--- config.mk ---
export PLATFORM = sky130hd
export DESIGN_NAME = scrambler_tx_66b
export DESIGN_NICKNAME = d
export VERILOG_FILES = /design/src/rtl/scrambler_tx_66b.sv
export SDC_FILE = /design/constraint.sdc
export NUM_CORES = 1
export LEC_CHECK = 0
export BUFFER_PORTS_ARGS = -buffer_cell sky130_fd_sc_hd__buf_2
export CORE_UTILIZATION = 30
export CTS_BUF_LIST = sky130_fd_sc_hd__clkbuf_4
export DETAILED_ROUTE_END_ITERATION = 12
export GPL_TIMING_DRIVEN = 0
export PLACE_DENSITY = 0.61
export SLEW_MARGIN = 20
export SYNTH_ARGS = -nofsm -noshare
export SYNTH_HDL_FRONTEND = slang
export SYNTH_SLANG_ARGS = --single-unit
--- constraint.sdc ---
create_clock -name clk -period 7.3 [get_ports clk]
set_input_delay 1.095 -clock clk [delete_from_list [all_inputs] [get_ports clk]]
set_output_delay 1.095 -clock clk [all_outputs]
set_load 0.02 [all_outputs]
--- src/rtl/scrambler_tx_66b.sv ---
// 64b/66b transmit scrambler (x^58 + x^39 + 1) with idle/error block insertion; optional TX_SCR_BYPASS_EN.
// Latency: one clk from accepting edge to data_out; out_valid is registered enable.
// Backpressure: data_ready = enable && !rst, no internal buffering; upstream holds data while ready is low.
module scrambler_tx_66b #(
    parameter int TX_DATA_WIDTH = 64,
    parameter int SCR_STATE_W   = 58,
    parameter int CNT_WIDTH     = 32
) (
    input  logic                       clk,
    input  logic                       rst,
    input  logic [TX_DATA_WIDTH-1:0]   data_in,
    input  logic [1:0]                 sync_in,
    input  logic                       data_valid,
    output logic                       data_ready,
    input  logic                       enable,
`ifdef TX_SCR_BYPASS_EN
    input  logic                       scr_bypass,
`endif
    output logic [0:TX_DATA_WIDTH+1]   data_out,
    output logic                       out_valid,
    output logic                       idle_inserted,
    output logic                       hdr_err,
    output logic [CNT_WIDTH-1:0]       block_cnt
);

    if (TX_DATA_WIDTH != 64) begin : g_bad_width
        $error("scrambler_tx_66b supports only TX_DATA_WIDTH = 64");
    end

    localparam logic [1:0]               SYNC_CTRL = 2'b10;
    localparam logic [TX_DATA_WIDTH-1:0] IDLE_BLK  = TX_DATA_WIDTH'(64'h1E00_0000_0000_0000);
    localparam logic [TX_DATA_WIDTH-1:0] ERR_BLK   = TX_DATA_WIDTH'(64'h1E1E_1E1E_1E1E_1E1E);

    logic [SCR_STATE_W-1:0]   scr_state;
    logic [SCR_STATE_W-1:0]   scr_next;
    logic [1:0]               sel_sync;
    logic [TX_DATA_WIDTH-1:0] sel_payload;
    logic                     sel_idle;
    logic                     sel_err;
    logic [0:TX_DATA_WIDTH-1] scr_bits;
    logic [0:TX_DATA_WIDTH-1] out_payload;

    assign data_ready = enable && !rst;

    always_comb begin
        sel_sync    = SYNC_CTRL;
        sel_payload = IDLE_BLK;
        sel_idle    = 1'b1;
        sel_err     = 1'b0;
        if (data_valid) begin
            sel_idle = 1'b0;
            if (sync_in == 2'b01 || sync_in == 2'b10) begin
                sel_sync    = sync_in;
                sel_payload = data_in;
            end else begin
                sel_payload = ERR_BLK;
                sel_err     = 1'b1;
            end
        end
    end

    // Bit k of the block goes on the wire k-th, so payload MSB is scrambled first.
    always_comb begin
        scr_next = scr_state;
        scr_bits = '0;
        for (int k = 0; k < TX_DATA_WIDTH; k++) begin
            scr_next    = {scr_next[SCR_STATE_W-2:0],
                           sel_payload[TX_DATA_WIDTH-1-k] ^ scr_next[38] ^ scr_next[57]};
            scr_bits[k] = scr_next[0];
        end
    end

`ifdef TX_SCR_BYPASS_EN
    // Ascending-range copy maps payload[63] to wire index 0.
    assign out_payload = scr_bypass ? sel_payload : scr_bits;
`else
    assign out_payload = scr_bits;
`endif

    always_ff @(posedge clk or posedge rst) begin
        if (rst) begin
            scr_state     <= '1;
            data_out      <= '0;
            out_valid     <= 1'b0;
            idle_inserted <= 1'b0;
            hdr_err       <= 1'b0;
            block_cnt     <= '0;
        end else begin
            out_valid     <= enable;
            idle_inserted <= enable && sel_idle;
            if (enable) begin
                scr_state <= scr_next;
                data_out  <= {sel_sync, out_payload};
                block_cnt <= block_cnt + CNT_WIDTH'(1);
                if (sel_err) begin
                    hdr_err <= 1'b1;
                end
            end
        end
    end

endmodule

Word level (Yosys, flattened, before mapping) --
Index checks and enable logic that the tools add are counted.
Storage, ports and cells: word-level logic and storage cells 149, output and inout port bits 102, input port bits 70, register bits after elaboration 159
Operators by class: reductions and logical operators 5, eq/ne operators 2, bitwise operators 128, mux-type cells 7, $add $sub $neg 1
Operators by type and width (number):
- $mux 64 | 2
- $xor 1x1->1 | 128
- $add 32x1->32 const B | 1
- $mux 2 | 2
- $mux 1 | 3
- $eq 2x1->1 const B | 1
- $eq 2x2->1 const B | 1
- $logic_and 1x1->1 | 2
- $reduce_and 2->1 | 1
- $logic_not 1->1 | 1
- $logic_or 1x1->1 | 1

Logic depth before layout (Yosys ltp) --
depth in word-level cells 8, depth in mapped cells 8

Worst setup path before layout --
No wires, ideal clock.
path type input -> output, start point input port enable, end point output port data_ready, arrival 1832 ps, buffers on the path 2, stages on the path 4, slack 4373 ps, cells stage by stage inv_1 > clkbuf_1 > clkbuf_1 > nor2_1
On the way: word-level cells in the longest chain between the ends 1
Ends and longest elaborated chain:
- start: declaration | line 15 | input logic enable,
- $logic_and 1x1->1 | line 43 | assign data_ready = enable && !rst;
- end: declaration | line 14 | output logic data_ready,
No other way between the ends.

Worst setup path in the final report --
Ends and elaborated chain as after synthesis.

==> metrics.txt <==
crit start category=primary input; First DRT Iteration DRCs=approximately 530; port bufs=between 150 and 200; CP arrival=approximately 2400 ps; storage element area=0.00405 mm2; Crit Path Class=in2out; fin crit share=0.482; Chip Width=about 160 um; Final Max Tran Viols=0; Tmin final=3520 ps; worst skew pair latency=~560 ps; DR WL/cell=between 15 and 20 um; Multi-input gate area=about 0.0033 mm2; largest family of logic cells by synthesized area=XOR/XNOR gates; first-pass GRT wire length=~37000 um; Post-Synth Simple-Gate Area=0.128; row count=58; synth warn=0; Distinct cells, synth=37; status=complete, no violations; routed via count=6202; most common cell after layout, fill and taps aside=buf_2; Die ar.=0.0266 mm2; final WL=around 24000 um; CTS tree=yes; # fillers=~2500; hpwl dp=~19000 um; initial antenna violation count=0; endpoints failing hold=0; CTS Hold Buffers Added=0; grt ovf=0; largest net degree at the start of global routing=roughly 110; Peak VDD IR=around 0.00019 V; dpl cell area=about 0.0091 mm2; non-filler cells, final=1304; Cell Pwr Density=461 mW/mm2; Setup Skew=24.9 ps; Synth Instances=a little under 800; all-layer global routing usage=0.189; routability cong.=0.861; Synth Net Count=between 800 and 900; placed cells=about 1300; XOR/XNOR Fraction of Synth Area=0.178; critical-path maximum fanout=10; endpoints failing setup=0; multiplexer share of the synthesized area=0.00289; DRC=0; H-Tree Depth=4; Synth Area in Adders=0.00321; clock buffer depth=2; FF-to-FF setup slack=5330 ps; share of cells above drive strength 1=0.294; RSZ-0062 raised after global routing=no; most frequent cells in the layout=buf_2, o21ai_0, dfrtp_1; Final Util=0.374; vias in the first global route=roughly 6100; Max Cap Viol=0; Inserted Clock Buffers=17; postcts setup bufs=0; die height=163 um; Clk pin slew, worst setup/hold paths=140 ps; Routed Antenna Nets=0; EDFF count, synth=0; final instance area=between 0.009 and 0.01 mm2; Seq/Total Area, Yosys=0.520; Seq cells post-synth=around 160; area delta synth->final=21.5%; core box area=0.0253 mm2; static leakage=roughly 0.0044 uW; Initial Util=0.308; synthesized area=~0.0078 mm2; Post-CTS Resized=0; fmax=about 280 MHz; Async SR Flop Fraction=1.00; Rel. slew slack=0.505; NumNets Final=1031; I/O pin cnt=roughly 170; number of vias per cell=between 4 and 5; Hold Path Class=reg2reg; Synth Area in Compound Gates=0.111; Mean Syn Cell Area=between 10 and 15 um2; clk sinks=159; Synth Flop Type=dfrtp_1; clk root buf=clkbuf_4; router iterations before antenna repair=5; Worst Setup End Kind=output port; Critical Path RT=~6200 ps; worst-margin pin slew=roughly 730 ps
sequential cells by signal, summed over array words and instances, names as in the netlist:
| signal | cells |
|---|---|
| scr_state | 58 |
| data_out | 66 |
| idle_inserted | 1 |
| out_valid | 1 |
| block_cnt | 32 |
| hdr_err | 1 |
stage by stage:
stage          setup TNS, ps  setup slack, ps  hold slack (ps)  total power (uW)
6_report                   0             3780              470              4370
5_1_grt                    0             3670              493              4660
4_1_cts                    0             3780              479              4400
3_5_place_dp               0             3790              453              3710
3_3_place_gp            -180            -6.28              449              3670
2_1_floorplan              0             2010              455              3010
critical path, stage by stage:
cell,delay [ps]
buf_2,160
inv_1,90
clkbuf_1,380
clkbuf_1,430
nor2_1,90
buf_2,170
where the power goes:
part           leakage (uW)  switching [uW]  internal (uW)
clock              0.000199             335            346
sequential          0.00186             314           1370
combinational       0.00237            1180            821
total               0.00443            1830           2540
per-layer routing:
| layer | global-route usage | wire (um) |
|---|---|---|
| met5 | 0 | 0 |
| met1 | 0.253 | 10700 |
| met2 | 0.303 | 11500 |
| met4 | 0.0535 | 433 |
| met3 | 0.0419 | 1710 |
cells in the mapped netlist, drive strengths merged, types with 3 or more instances:
library cell	n	area, um2
dfstp	58	1520
a21oi	22	110
nor3b	3	22.5
and3	12	75.1
nand3	12	60.1
buf	18	105
a21o	4	30.0
clkbuf	22	82.6
nand3b	21	158
nor2	23	86.3
xor2	49	429
o21a	3	22.5
nand2b	10	62.6
nor4	4	61.3
nand4	9	77.6
o21ai	139	696
nand2	67	251
nor3	5	25.0
xnor2	94	823
dfrtp	101	2530
and4	6	55.1
and2	3	18.8
inv	69	259
xnor3	6	135
final cells by class:
type	instances	share of cell area
plain buffers	40	0.0198
repair buffers	171	0.0928
flip-flops and latches	159	0.428
clock buffers	18	0.0143
diodes	2	0.000529
well taps	330	0.0436
clock inverters	14	0.0247
inverters	69	0.0281
multi-input cells	501	0.348
path summary, 6_finish.rpt:
check	from	end	cells past startpoint
max	enable	data_ready	6
min	block_cnt[31]$_DFFE_PP0P_	block_cnt[31]$_DFFE_PP0P_	1
max reg2reg	block_cnt[0]$_DFFE_PP0P_	block_cnt[30]$_DFFE_PP0P_	5
min reg2reg	block_cnt[31]$_DFFE_PP0P_	block_cnt[31]$_DFFE_PP0P_	1
max in group asynchronous	rst	block_cnt[14]$_DFFE_PP0P_	3
min in group asynchronous	rst	data_out[52]$_DFFE_PP0P_	2
kinds of logic (layout without fill, tap and decap cells):
group	after synthesis	after routing
AO/OA/AOI/OAI	169	169
XOR/XNOR	149	149
adder cells (fa/ha/maj)	2	2
buffers and inverters	109	312
flip-flops	159	159
multiplexers	2	2
other	0	2
AND/OR/NAND/NOR	179	179
No activity file was read; power rests on OpenSTA's default activity.
